===== src/rtl/prog_timer.sv =====
// prog_timer: prescaled programmable timer, one-shot or periodic,
// with pause/resume/abort, expiry pulse, sticky irq and overrun.
//
// Ports:
//   clk, rst          clock, async active-high reset
//   start, stop       start/resume, pause/abort
//   clear             clears irq and overrun
//   mode              0 one-shot, 1 periodic (latched on start)
//   load_val          terminal count M (latched on start)
//   prescale          divider P, tick every P+1 cycles (latched)
//   count             live count value
//   busy              high in COUNT or PAUSE
//   done              one-cycle pulse per expiry
//   irq, overrun      sticky expiry / expiry-while-irq flags
module prog_timer #(
  parameter int DATA_WIDTH     = 16,
  parameter int PRESCALE_WIDTH = 8
) (
  input  logic                      clk,
  input  logic                      rst,
  input  logic                      start,
  input  logic                      stop,
  input  logic                      clear,
  input  logic                      mode,
  input  logic [DATA_WIDTH-1:0]     load_val,
  input  logic [PRESCALE_WIDTH-1:0] prescale,
  output logic [DATA_WIDTH-1:0]     count,
  output logic                      busy,
  output logic                      done,
  output logic                      irq,
  output logic                      overrun
);

  typedef enum logic [1:0] {
    S_IDLE,
    S_COUNT,
    S_PAUSE,
    S_DONE
  } state_e;

  localparam logic [DATA_WIDTH-1:0]     C_ONE = 1;
  localparam logic [PRESCALE_WIDTH-1:0] P_ONE = 1;

  state_e                    state_q, state_d;
  logic [DATA_WIDTH-1:0]     count_q, count_d;
  logic [PRESCALE_WIDTH-1:0] psc_q, psc_d;
  logic [DATA_WIDTH-1:0]     m_q, m_d;
  logic [PRESCALE_WIDTH-1:0] p_q, p_d;
  logic                      mode_q, mode_d;
  logic                      done_q, done_d;
  logic                      irq_q, irq_d;
  logic                      ovr_q, ovr_d;

  logic tick;
  logic expire;
  logic launch;

  // M is never 0 while counting, so M-1 cannot underflow here.
  assign tick   = (state_q == S_COUNT) && (psc_q == p_q);
  assign expire = tick && (count_q == (m_q - C_ONE));
  assign launch = start && (load_val != '0);

  always_comb begin
    state_d = state_q;
    count_d = count_q;
    psc_d   = psc_q;
    m_d     = m_q;
    p_d     = p_q;
    mode_d  = mode_q;
    done_d  = 1'b0;
    unique case (state_q)
      S_IDLE: begin
        if (launch) begin
          m_d     = load_val;
          p_d     = prescale;
          mode_d  = mode;
          count_d = '0;
          psc_d   = '0;
          state_d = S_COUNT;
        end
      end
      S_COUNT: begin
        // Expiry outranks a same-cycle stop.
        if (expire) begin
          done_d = 1'b1;
          psc_d  = '0;
          if (mode_q) begin
            count_d = '0;
          end else begin
            count_d = m_q;
            state_d = S_DONE;
          end
        end else if (stop) begin
          state_d = S_PAUSE;
        end else if (tick) begin
          psc_d   = '0;
          count_d = count_q + C_ONE;
        end else begin
          psc_d = psc_q + P_ONE;
        end
      end
      S_PAUSE: begin
        if (stop) begin
          count_d = '0;
          psc_d   = '0;
          state_d = S_IDLE;
        end else if (start) begin
          state_d = S_COUNT;
        end
      end
      S_DONE: begin
        if (stop) begin
          count_d = '0;
          psc_d   = '0;
          state_d = S_IDLE;
        end else if (launch) begin
          m_d     = load_val;
          p_d     = prescale;
          mode_d  = mode;
          count_d = '0;
          psc_d   = '0;
          state_d = S_COUNT;
        end
      end
      default: state_d = S_IDLE;
    endcase
  end

  // Set outranks clear for irq; overrun only latches when the
  // previous expiry is still unacknowledged.
  always_comb begin
    irq_d = irq_q;
    ovr_d = ovr_q;
    if (clear) begin
      irq_d = 1'b0;
      ovr_d = 1'b0;
    end
    if (expire) begin
      irq_d = 1'b1;
      if (irq_q && !clear) ovr_d = 1'b1;
    end
  end

  always_ff @(posedge clk or posedge rst) begin
    if (rst) begin
      state_q <= S_IDLE;
      count_q <= '0;
      psc_q   <= '0;
      m_q     <= '0;
      p_q     <= '0;
      mode_q  <= 1'b0;
      done_q  <= 1'b0;
      irq_q   <= 1'b0;
      ovr_q   <= 1'b0;
    end else begin
      state_q <= state_d;
      count_q <= count_d;
      psc_q   <= psc_d;
      m_q     <= m_d;
      p_q     <= p_d;
      mode_q  <= mode_d;
      done_q  <= done_d;
      irq_q   <= irq_d;
      ovr_q   <= ovr_d;
    end
  end

  assign count   = count_q;
  assign busy    = (state_q == S_COUNT) || (state_q == S_PAUSE);
  assign done    = done_q;
  assign irq     = irq_q;
  assign overrun = ovr_q;

endmodule


===== config.mk =====
export PLATFORM = sky130hd
export DESIGN_NAME = prog_timer
export DESIGN_NICKNAME = d
export VERILOG_FILES = /design/src/rtl/prog_timer.sv
export SDC_FILE = /design/constraint.sdc
export NUM_CORES = 1
export LEC_CHECK = 0
export ABC_AREA = 1
export BUFFER_PORTS_ARGS = -buffer_cell sky130_fd_sc_hd__buf_2
export CAP_MARGIN = 40
export CORE_ASPECT_RATIO = 1.1
export CORE_MARGIN = 8
export CORE_UTILIZATION = 50
export DETAILED_ROUTE_END_ITERATION = 8
export GPL_TIMING_DRIVEN = 1
export PLACE_DENSITY_LB_ADDON = 0.05
export SLEW_MARGIN = 10
export SYNTH_ARGS = -nofsm -noshare
export SYNTH_HDL_FRONTEND = slang
export SYNTH_SLANG_ARGS = --single-unit

===== constraint.sdc =====
create_clock -name clk -period 4.7 [get_ports clk]
set_input_delay 0.235 -clock clk [delete_from_list [all_inputs] [get_ports clk]]
set_output_delay 0.235 -clock clk [all_outputs]
set_load 0.03 [all_outputs]

# Word-level counts from Yosys, hierarchy flattened
# Cells that the tools add are included.
[word_totals] register_bits=54 latchBits=0 ramBits=0 rom_bits=0 inputBits=30 output_inout_bits=20 wordCells=77 mem_count=0
[classes] n_addsub=3 mul=0 n_div=0 n_lt_le_gt_ge=0 n_eq_ne=12 shift=0 muxes=39 bitwise_logic=0 n_reduce_logical=14
[ops] cell="2-to-1 mux 16 bit" count=9
[ops] cell="2-to-1 mux 8 bit" count=8
[ops] cell="one-hot mux 16 bit (4 select lines)" count=1
[ops] cell="one-hot mux 16 bit (2 select lines)" count=1
[ops] cell="one-hot mux 8 bit (4 select lines)" count=1
[ops] cell="adder 16 x 1 -> 16 bit (second input constant)" count=1
[ops] cell="== test 16 bit" count=1
[ops] cell="one-hot mux 8 bit (2 select lines)" count=1
[ops] cell="nonzero test 16 bit" count=1
[ops] cell="subtractor 16 x 1 -> 16 bit (second input constant)" count=1
[ops] cell="!= test 3 bit (second input constant)" count=5
[ops] cell="2-to-1 mux 2 bit" count=7
[ops] cell="2-to-1 mux 1 bit" count=9
[ops] cell="adder 8 x 1 -> 8 bit (second input constant)" count=1
[ops] cell="== test 8 bit" count=1
[ops] cell="one-hot mux 2 bit (4 select lines)" count=1
[ops] cell="AND reduction 3 bit" count=2
[ops] cell="== test 2 bit (second input constant)" count=2
[ops] cell="logical AND 1 bit" count=4
[ops] cell="!= test 2 bit (second input constant)" count=2
[ops] cell="AND reduction 2 bit" count=2
[ops] cell="nonzero test 2 bit" count=2
[ops] cell="== test 2 x 1 -> 1 bit (second input constant)" count=1
[ops] cell="zero test 2 bit" count=1
[ops] cell="3 further kinds" count=3

# Depth between registers and ports, before layout
# Gate-level depths: netlist of the first run.
[logic_depth] ltp_word=6 ltp_mapped=17

# Worst setup path after synthesis of the first run
# OpenSTA, ideal clock, no wires.
[synth_timing] path_kind="register -> register" from="reg state_q[1]" to="reg count_q[8] (netlist: count[8])" t_arrival_ns=1.972 t_required_ns=4.583 setup_slack_ns=2.610 stages_incl_launch_ff=15 synth_period_minus_slack_ns=2.090 cell_sequence="dfrtp_1 -> inv_1 -> ha_1 -> inv_1 -> a21oi_1 -> nand3_1 -> nor2_1 -> nand3_2 -> nor2_4 -> nand4_4 -> nand2_4 -> nand4_4 -> buf_2 -> nand2_1 -> nand2_1"
[synth_via] elab_chain_cells=5 elab_cells_between_ends=12 cone_classes="eq/ne (6); mux (2); reduce/logical (4)"
[synth_rtl] element="from (decl)" line="44" source="state_e state_q, state_d;"
[synth_rtl] element="from (signal assigned)" line="156" source="state_q <= state_d;"
[synth_rtl] element="== test 2 x 1 -> 1 bit" line="59, 71"
[synth_rtl] element="logical AND 1 bit" line="59" source="assign tick = (state_q == S_COUNT) && (psc_q == p_q);"
[synth_rtl] element="logical AND 1 bit" line="60" source="assign expire = tick && (count_q == (m_q - C_ONE));"
[synth_rtl] element="2-to-1 mux 16 bit / != test 3 bit (equally long branches)"
[synth_rtl] element="one-hot mux 16 bit (4 select lines) / AND reduction 3 bit (equally long branches)"
[synth_rtl] element="to (signal assigned)" line="157" source="count_q <= count_d;"
[synth_rtl] element="to (decl)" line="45" source="logic [DATA_WIDTH-1:0] count_q, count_d;"
# Several ways; a longest one is shown, not always the timed one.
# A chain may end at the register's enable or synchronous reset.

# Final worst setup path of the first run
[layout_timing] from="reg state_q[1]" to="reg psc_q[1]"
[layout_via] elab_chain_cells=6 elab_cells_between_ends=13 cone_classes="eq/ne (5); mux (4); reduce/logical (4)"
[layout_rtl] element="== test 2 x 1 -> 1 bit" line="59, 71"
[layout_rtl] element="logical AND 1 bit" line="59"
[layout_rtl] element="2-to-1 mux 8 bit" line="95" source="end else if (tick) begin"
[layout_rtl] element="2-to-1 mux 8 bit" line="93" source="end else if (stop) begin"
[layout_rtl] element="2-to-1 mux 8 bit" line="84" source="if (expire) begin"
[layout_rtl] element="one-hot mux 8 bit (4 select lines)" line="71" source="unique case (state_q)"
[layout_rtl] element="to (signal assigned)" line="158" source="psc_q <= psc_d;"
[layout_rtl] element="to (decl)" line="46" source="logic [PRESCALE_WIDTH-1:0] psc_q, psc_d;"
# Several ways; a longest one is shown, not always the timed one. The select of a mux whose other input is x is not followed.

==> results of run 1 <==
## flip-flops by register name (all words and copies together) (netlist names)
signal,flops
count,16
done,1
irq,1
m_q,16
mode_q,1
overrun,1
p_q,8
psc_q,8
state_q,2
## logic make-up after synthesis
group                      Yosys count  synth area share, %
and+or+nand+nor                    329                 38.4
buffers and inverters               73                 7.76
DFF                                 54                 36.0
AOI/OAI and AO/OA                   52                 7.26
xor gates and xnor gates            24                 5.59
muxes                                8                 2.40
adders and majority gates            8                 2.66
## how the worst max path moves through the flow
stage / to / slack, ns / cells past startpoint
6_report: psc_q[1] / 1.85 / 15
5_1_grt: psc_q[4] / 1.49 / 15
4_1_cts: psc_q[3] / 1.82 / 15
3_5_place_dp: psc_q[3] / 1.84 / 15
3_3_place_gp: psc_q[3] / 1.92 / 15
2_1_floorplan: count[8] / 2.61 / 14
## through the flow
step	std cells	hold slack, ns	cell area [um2]	power, W
finish	685	0.0919	4210	0.00189
global route	685	0.149	4210	0.00206
CTS	685	0.113	4210	0.00192
detailed placement	677	0.470	4090	0.00157
global placement	677	0.462	4090	0.00155
floorplan	548	0.386	3760	0.00135
## layout by cell type (no fill, tap or decap), drive strengths merged
cell / synthesis / routed
nand2: 190 / 190
nor2: 80 / 80
inv: 64 / 65
dfrtp: 54 / 54
buf: 5 / 51
nand3: 32 / 32
a21oi: 26 / 26
o21ai: 23 / 23
xor2: 17 / 17
nand4: 10 / 10
mux2: 8 / 8
ha: 8 / 8
xnor2: 7 / 7
nor4: 6 / 6
clkbuf: 4 / 6
nand3b: 4 / 4
nor3: 4 / 4
or2: 2 / 2
o211ai: 2 / 2
o2111ai: 1 / 1
and2: 1 / 1
bufinv: 0 / 1
## layer usage
| layer | global-route usage (%) | wire length (um) | up-vias |
|---|---|---|---|
| li1 | - | - | 1827 |
| met1 | 23.4 | 4250 | 1680 |
| met2 | 35.4 | 5040 | 68 |
| met3 | 2.85 | 365 | 13 |
| met4 | 6.48 | 201 | 0 |
| met5 | 0 | 0 | - |
## cell type report
cell class	count	area, um2	area share (%)
clock buffer	6	82.6	1.96
clock inverter	2	38.8	0.920
inverter	64	240	5.70
multi-input combinational	421	2130	50.6
sequential	54	1350	32.1
tap	87	109	2.58
timing repair buffer	51	260	6.18
## power by group through the flow
stage	combinational (W)	sequential, W	clock [W]
after global routing	0.000951	0.000745	0.000361
after detailed placement	0.000838	0.000735	0
after floorplan	0.000651	0.000701	0
after global placement	0.000819	0.000735	0
after CTS	0.000842	0.000726	0.000347
final	0.000835	0.000725	0.000334
## worst min-delay path, delay by kind of cell
kind / cells / cell delay [ns]
buf+inv: 3 / 0.67
==> flow_metrics.py, run 1 <==
metrics = {
    "drt": {
        "drt_iter0_drc": 217,
        "first_pass_iters": 4,
        "vias": 3588,
        "wl_um": 9860,
        "viasPerCell": 5.24,
        "ant_nets": 0,
        "drc": 0,
        "routedWlPerCell_um": 14.4,
    },
    "floorplanning": {
        "die_area_um2": 10500,
        "die-width_um": 98.7,
        "fp-row-count": 33,
        "core-area_um2": 7390,
        "dieHeight_um": 107,
        "pin_count": 50,
        "start_util_pct": 50.8,
    },
    "cells_and_area": {
        "fin_util_pct": 57.0,
        "syn_to_final_growth_pct": 12.2,
        "diodes": 0,
        "drive_gt1_share_pct": 15.7,
        "fin_nets": 635,
        "fill_cells": 724,
    },
    "sta": {
        "fin_crit_sh_pct": 60.6,
        "finalCriticalPeriod_ns": 2.85,
        "fmax_ghz": 0.351,
        "fin_ws_ns": 1.85,
        "fin_tns_setup_ns": 0,
        "setup_viol": 0,
        "slew_headroom_pct": 52.0,
        "hold_viol_final": 0,
        "rsz0062_at_grt": "no",
        "worstMarginPinSlew_ns": 0.713,
        "skew_ns": 0.0200,
        "drv_slew": 0,
    },
    "grt": {
        "grt_pass1_wl_um": 17000,
        "grtUsageTotal_pct": 19.6,
        "grt.overflow.total": 0,
        "grt_pass1_vias": 3593,
        "grt_max_degree": 55,
        "grt_antenna_before_repair": 0,
    },
    "critical_path": {
        "startpoint": "state_q[1]",
        "cpMostUsedCell": "nand2_1",
        "rr_endpoint": "psc_q[1]",
        "worst_ep_arrival_time_ns": 3.06,
        "crit_buf_inv": 3,
        "crit_family": "simple AND/OR/NAND/NOR gates",
        "cpPeakStageDelay_ns": 0.45,
        "rr_worst_depth": 15,
        "critical_path_class": "flip-flop to flip-flop",
        "cp.required_ns": 4.91,
        "cp_max_fo": 22,
        "startpoint_type": "flip-flop",
        "path_cells": "inv_1 -> ha_1 -> inv_1 -> a21oi_1 -> nand3_1 -> nor2_1 -> nand3_2 -> nor2_4 -> nand4_4 -> nand2_4 -> nand2_1 -> inv_2 -> nand2_1 -> nand2_1 -> nand2_1",
        "slowest_stage": "dfrtp_1",
        "end_kind": "flip-flop",
        "rrSetupSlack_ns": 1.85,
        "r2r-start": "state_q[1]",
    },
    "synthesis": {
        "synthCells": 548,
        "synth.distinct_cells": 32,
        "synth_most_common_cell": "nand2_1",
        "async_flop_share_pct": 100,
        "yosys_warnings": 0,
        "synth_top_area_share_pct": 36.0,
        "syn_avg_cell_area_um2": 6.86,
        "synth_top_area_cell": "dfrtp_1",
        "syn-cell-area_um2": 3760,
        "synth_common_cells": "nand2_1 (189), nor2_1 (70), inv_1 (58), dfrtp_1 (54), nand3_1 (30)",
        "syn-num-nets": 586,
        "synth_edf_count": 0,
        "ys_seq_elements": 54,
        "synth_ff_type": "dfrtp_1",
        "seq_area_frac_synth_pct": 36.0,
        "netlist_top_cells_area": "dfrtp_1 (36%), nand2_1 (19%), nor2_1 (7.0%), inv_1 (5.8%), nand3_1 (4.0%)",
    },
    "clocking": {
        "cts_buffers": 5,
        "cts.htree.levels": 2,
        "clk_pin_slew_worst_paths_ns": 0.11,
        "holdBufCountCts": 0,
        "cts.sinks": 54,
        "root_buffer": "clkbuf_8",
        "clk_latency_ns": 0.32,
        "cts_max_path_buffers": 2,
        "cts_resized": 0,
        "cts_setup_buffers": 0,
        "cts_tree": "built",
    },
    "pwr": {
        "p_leak_nw": 2.24,
        "power.share.clock_pct": 17.6,
        "pwr-share-seq_pct": 38.3,
        "p_per_area_nw_per_um2": 449,
        "intPower_w": 0.00106,
        "power_frac_comb_pct": 44.1,
        "irDropWorstVdd_mv": 0.202,
        "switchingPower_w": 0.000837,
        "swShare_pct": 44.2,
    },
    "place": {
        "dp_slack_ns": 1.84,
        "gp_congestion": 0.871,
        "port_buffers": 49,
        "dp_hpwl_um": 7610,
    },
    "min_path": {
        "hp-class": "input pin to asynchronous set/reset pin",
    },
    "run_status": {
        "status": "completed",
    },
    "job": {
        "max_cap_viol_count": 0,
    },
}
No activity file was read; power rests on OpenSTA's default activity.
==> inputs of run 2 (changes only) <==
==> constraint.sdc (replaced) <==
create_clock -name clk -period 2.7 [get_ports clk]
set_input_delay 0.135 -clock clk [delete_from_list [all_inputs] [get_ports clk]]
set_output_delay 0.135 -clock clk [all_outputs]
set_load 0.03 [all_outputs]
==> run 2 against run 1 <==
Compared with the run above:
- non-clock buffer count rose by 9
- final cell count rose by 1.3%
- routed wire length rose by 2.5%
- clock power rose by 48%
- total power rose by 72%
- critical path depth fell by 2
- clock skew fell by 0.0065 ns
- combinational power rose by 80%
- die area did not move
- largest cell class unchanged
- highest routed layer unchanged
==> flow_metrics.py, run 2 (synthesis results as in run 1) <==
metrics = {
    "pwr": {
        "power.share.clock_pct": 15.1,
        "pwr-share-seq_pct": 38.7,
        "switchingPower_w": 0.00150,
        "irDropWorstVdd_mv": 0.363,
        "p_per_area_nw_per_um2": 759,
        "intPower_w": 0.00176,
        "p_leak_nw": 2.27,
        "power_frac_comb_pct": 46.2,
        "swShare_pct": 46.0,
    },
    "place": {
        "dp_hpwl_um": 7940,
        "gp_congestion": 0.847,
        "port_buffers": 49,
        "numPlacedInstances": 684,
        "placed_cell_area_um2": 4150,
        "dp_slack_ns": 0.194,
    },
    "clocking": {
        "cts_buffers": 5,
        "cts_tree": "built",
        "cts.sinks": 54,
        "clk_pin_slew_worst_paths_ns": 0.11,
        "cts.htree.levels": 2,
        "root_buffer": "clkbuf_8",
        "cts_max_path_buffers": 2,
        "clk_latency_ns": 0.32,
    },
    "cells_and_area": {
        "diodes": 0,
        "final_area_um2": 4300,
        "layout_commonest_cell": "nand2_1",
        "fill_cells": 714,
        "layoutNonFillerInstCount": 694,
        "fin_nets": 644,
        "mostFrequentLayoutCells": "nand2_1 (188), nor2_1 (70), inv_1 (57)",
        "drive_gt1_share_pct": 17.3,
        "syn_to_final_growth_pct": 14.3,
    },
    "floorplanning": {
        "die-width_um": 98.7,
        "start_util_pct": 50.8,
        "die_area_um2": 10500,
        "fp-row-count": 33,
        "pin_count": 50,
        "dieHeight_um": 107,
        "core-area_um2": 7390,
    },
    "drt": {
        "routedWlPerCell_um": 14.6,
        "first_pass_iters": 4,
        "viasPerCell": 5.19,
        "ant_nets": 0,
        "wl_um": 10100,
        "drt_iter0_drc": 137,
        "vias": 3603,
        "drc": 0,
    },
    "sta": {
        "fmax_ghz": 0.412,
        "finalCriticalPeriod_ns": 2.43,
        "slew_headroom_pct": 40.8,
        "rsz0062_at_grt": "no",
        "drv_slew": 0,
        "fin_crit_sh_pct": 89.9,
        "hold_viol_final": 0,
        "setup_viol": 0,
        "fin_ws_ns": 0.271,
        "worstMarginPinSlew_ns": 0.888,
        "fin_tns_setup_ns": 0,
        "skew_ns": 0.0135,
    },
    "grt": {
        "grt_pass1_wl_um": 16900,
        "grt.overflow.total": 0,
        "grtUsageTotal_pct": 19.8,
        "grt_pass1_vias": 3549,
        "grt_antenna_before_repair": 0,
        "grt_max_degree": 32,
    },
    "job": {
        "max_cap_viol_count": 0,
    },
    "critical_path": {
        "startpoint_type": "flip-flop",
        "cp_max_fo": 16,
        "critical_path_class": "flip-flop to flip-flop",
        "rrSetupSlack_ns": 0.27,
        "end_kind": "flip-flop",
        "cp.required_ns": 2.91,
        "worst_ep_arrival_time_ns": 2.63,
    },
    "run_status": {
        "status": "completed",
    },
    "min_path": {
        "hp-class": "input pin to flip-flop",
    },
}
==> run 2: changes by cell type in the layout (fill, tap and decap cells not counted), moves of 2 or more <==
cell / previous run / this run
buf_4: 2 / 9
inv_6: 1 / 3
nor2_2: 6 / 4
nor2_4: 4 / 6
==> run 2: final cells by class <==
type | instances | area (um2) | share of cell area, %
clock buffer | 5 | 68.8 | 1.60
clock inverter | 3 | 26.3 | 0.612
inverter | 64 | 240 | 5.59
multi-input combinational | 421 | 2160 | 50.2
sequential | 54 | 1350 | 31.5
tap | 87 | 109 | 2.53
timing repair buffer | 60 | 343 | 7.98
==> run 2: path summary, 6_finish.rpt <==
path,endpoint,depth (start not counted),from
min in group asynchronous,overrun,3,rst
worst max register to register,count[14],13,state_q[1]
worst max-delay path,count[14],13,state_q[1]
max in group asynchronous,state_q[1],4,rst
worst min-delay path,p_q[3],2,prescale[3]
worst min register to register,overrun,2,overrun
==> run 2: power by group through the flow <==
stage	registers, W	clock network [W]	logic (W)
6_report	0.00126	0.000493	0.00150
3_5_place_dp	0.00128	0	0.00147
5_1_grt	0.00129	0.000531	0.00171
2_1_floorplan	0.00122	0	0.00113
4_1_cts	0.00126	0.000511	0.00148
3_3_place_gp	0.00127	0	0.00144
==> run 2: timing repair <==
action                     4_1_cts  5_1_grt
hold buffers                     1        0
hold endpoints to repair        29        0
resized for setup                0        7
setup endpoints to repair        0       24
setup buffers                    0        1
==> run 2: stage by stage <==
| stage | hold WS [ns] | total power [W] | utilization [%] |
|---|---|---|---|
| floorplan | 0.286 | 0.00235 | - |
| global placement | 0.279 | 0.00272 | 56.1 |
| detailed placement | 0.270 | 0.00275 | 56.1 |
| CTS | 0.0279 | 0.00325 | 57.5 |
| global route | 0.0292 | 0.00353 | 58.1 |
| finish | 0.0315 | 0.00326 | 58.1 |
==> run 2: layer usage <==
metal | vias to the layer above | routed length (um) | share of wire [%] | GRT usage, %
met2 | 46 | 5380 | 53 | 36.8
met5 | - | 0 | 0 | 0
met4 | 0 | 206 | 2.0 | 6.59
met3 | 13 | 232 | 2.3 | 2.72
li1 | 1835 | - | - | -
met1 | 1709 | 4300 | 42 | 22.8
==> run 2: critical path, stage by stage (launching register included) <==
cell and delay [ns]:
dfrtp_2 0.46, inv_1 0.12, ha_2 0.25, inv_1 0.11, a21oi_1 0.13, nand3_1 0.08
nor2_1 0.18, nand3_2 0.12, nor2_4 0.13, nand4_4 0.14, nand2_4 0.12, nand4_4 0.26
nand2_1 0.14, nand2_1 0.07
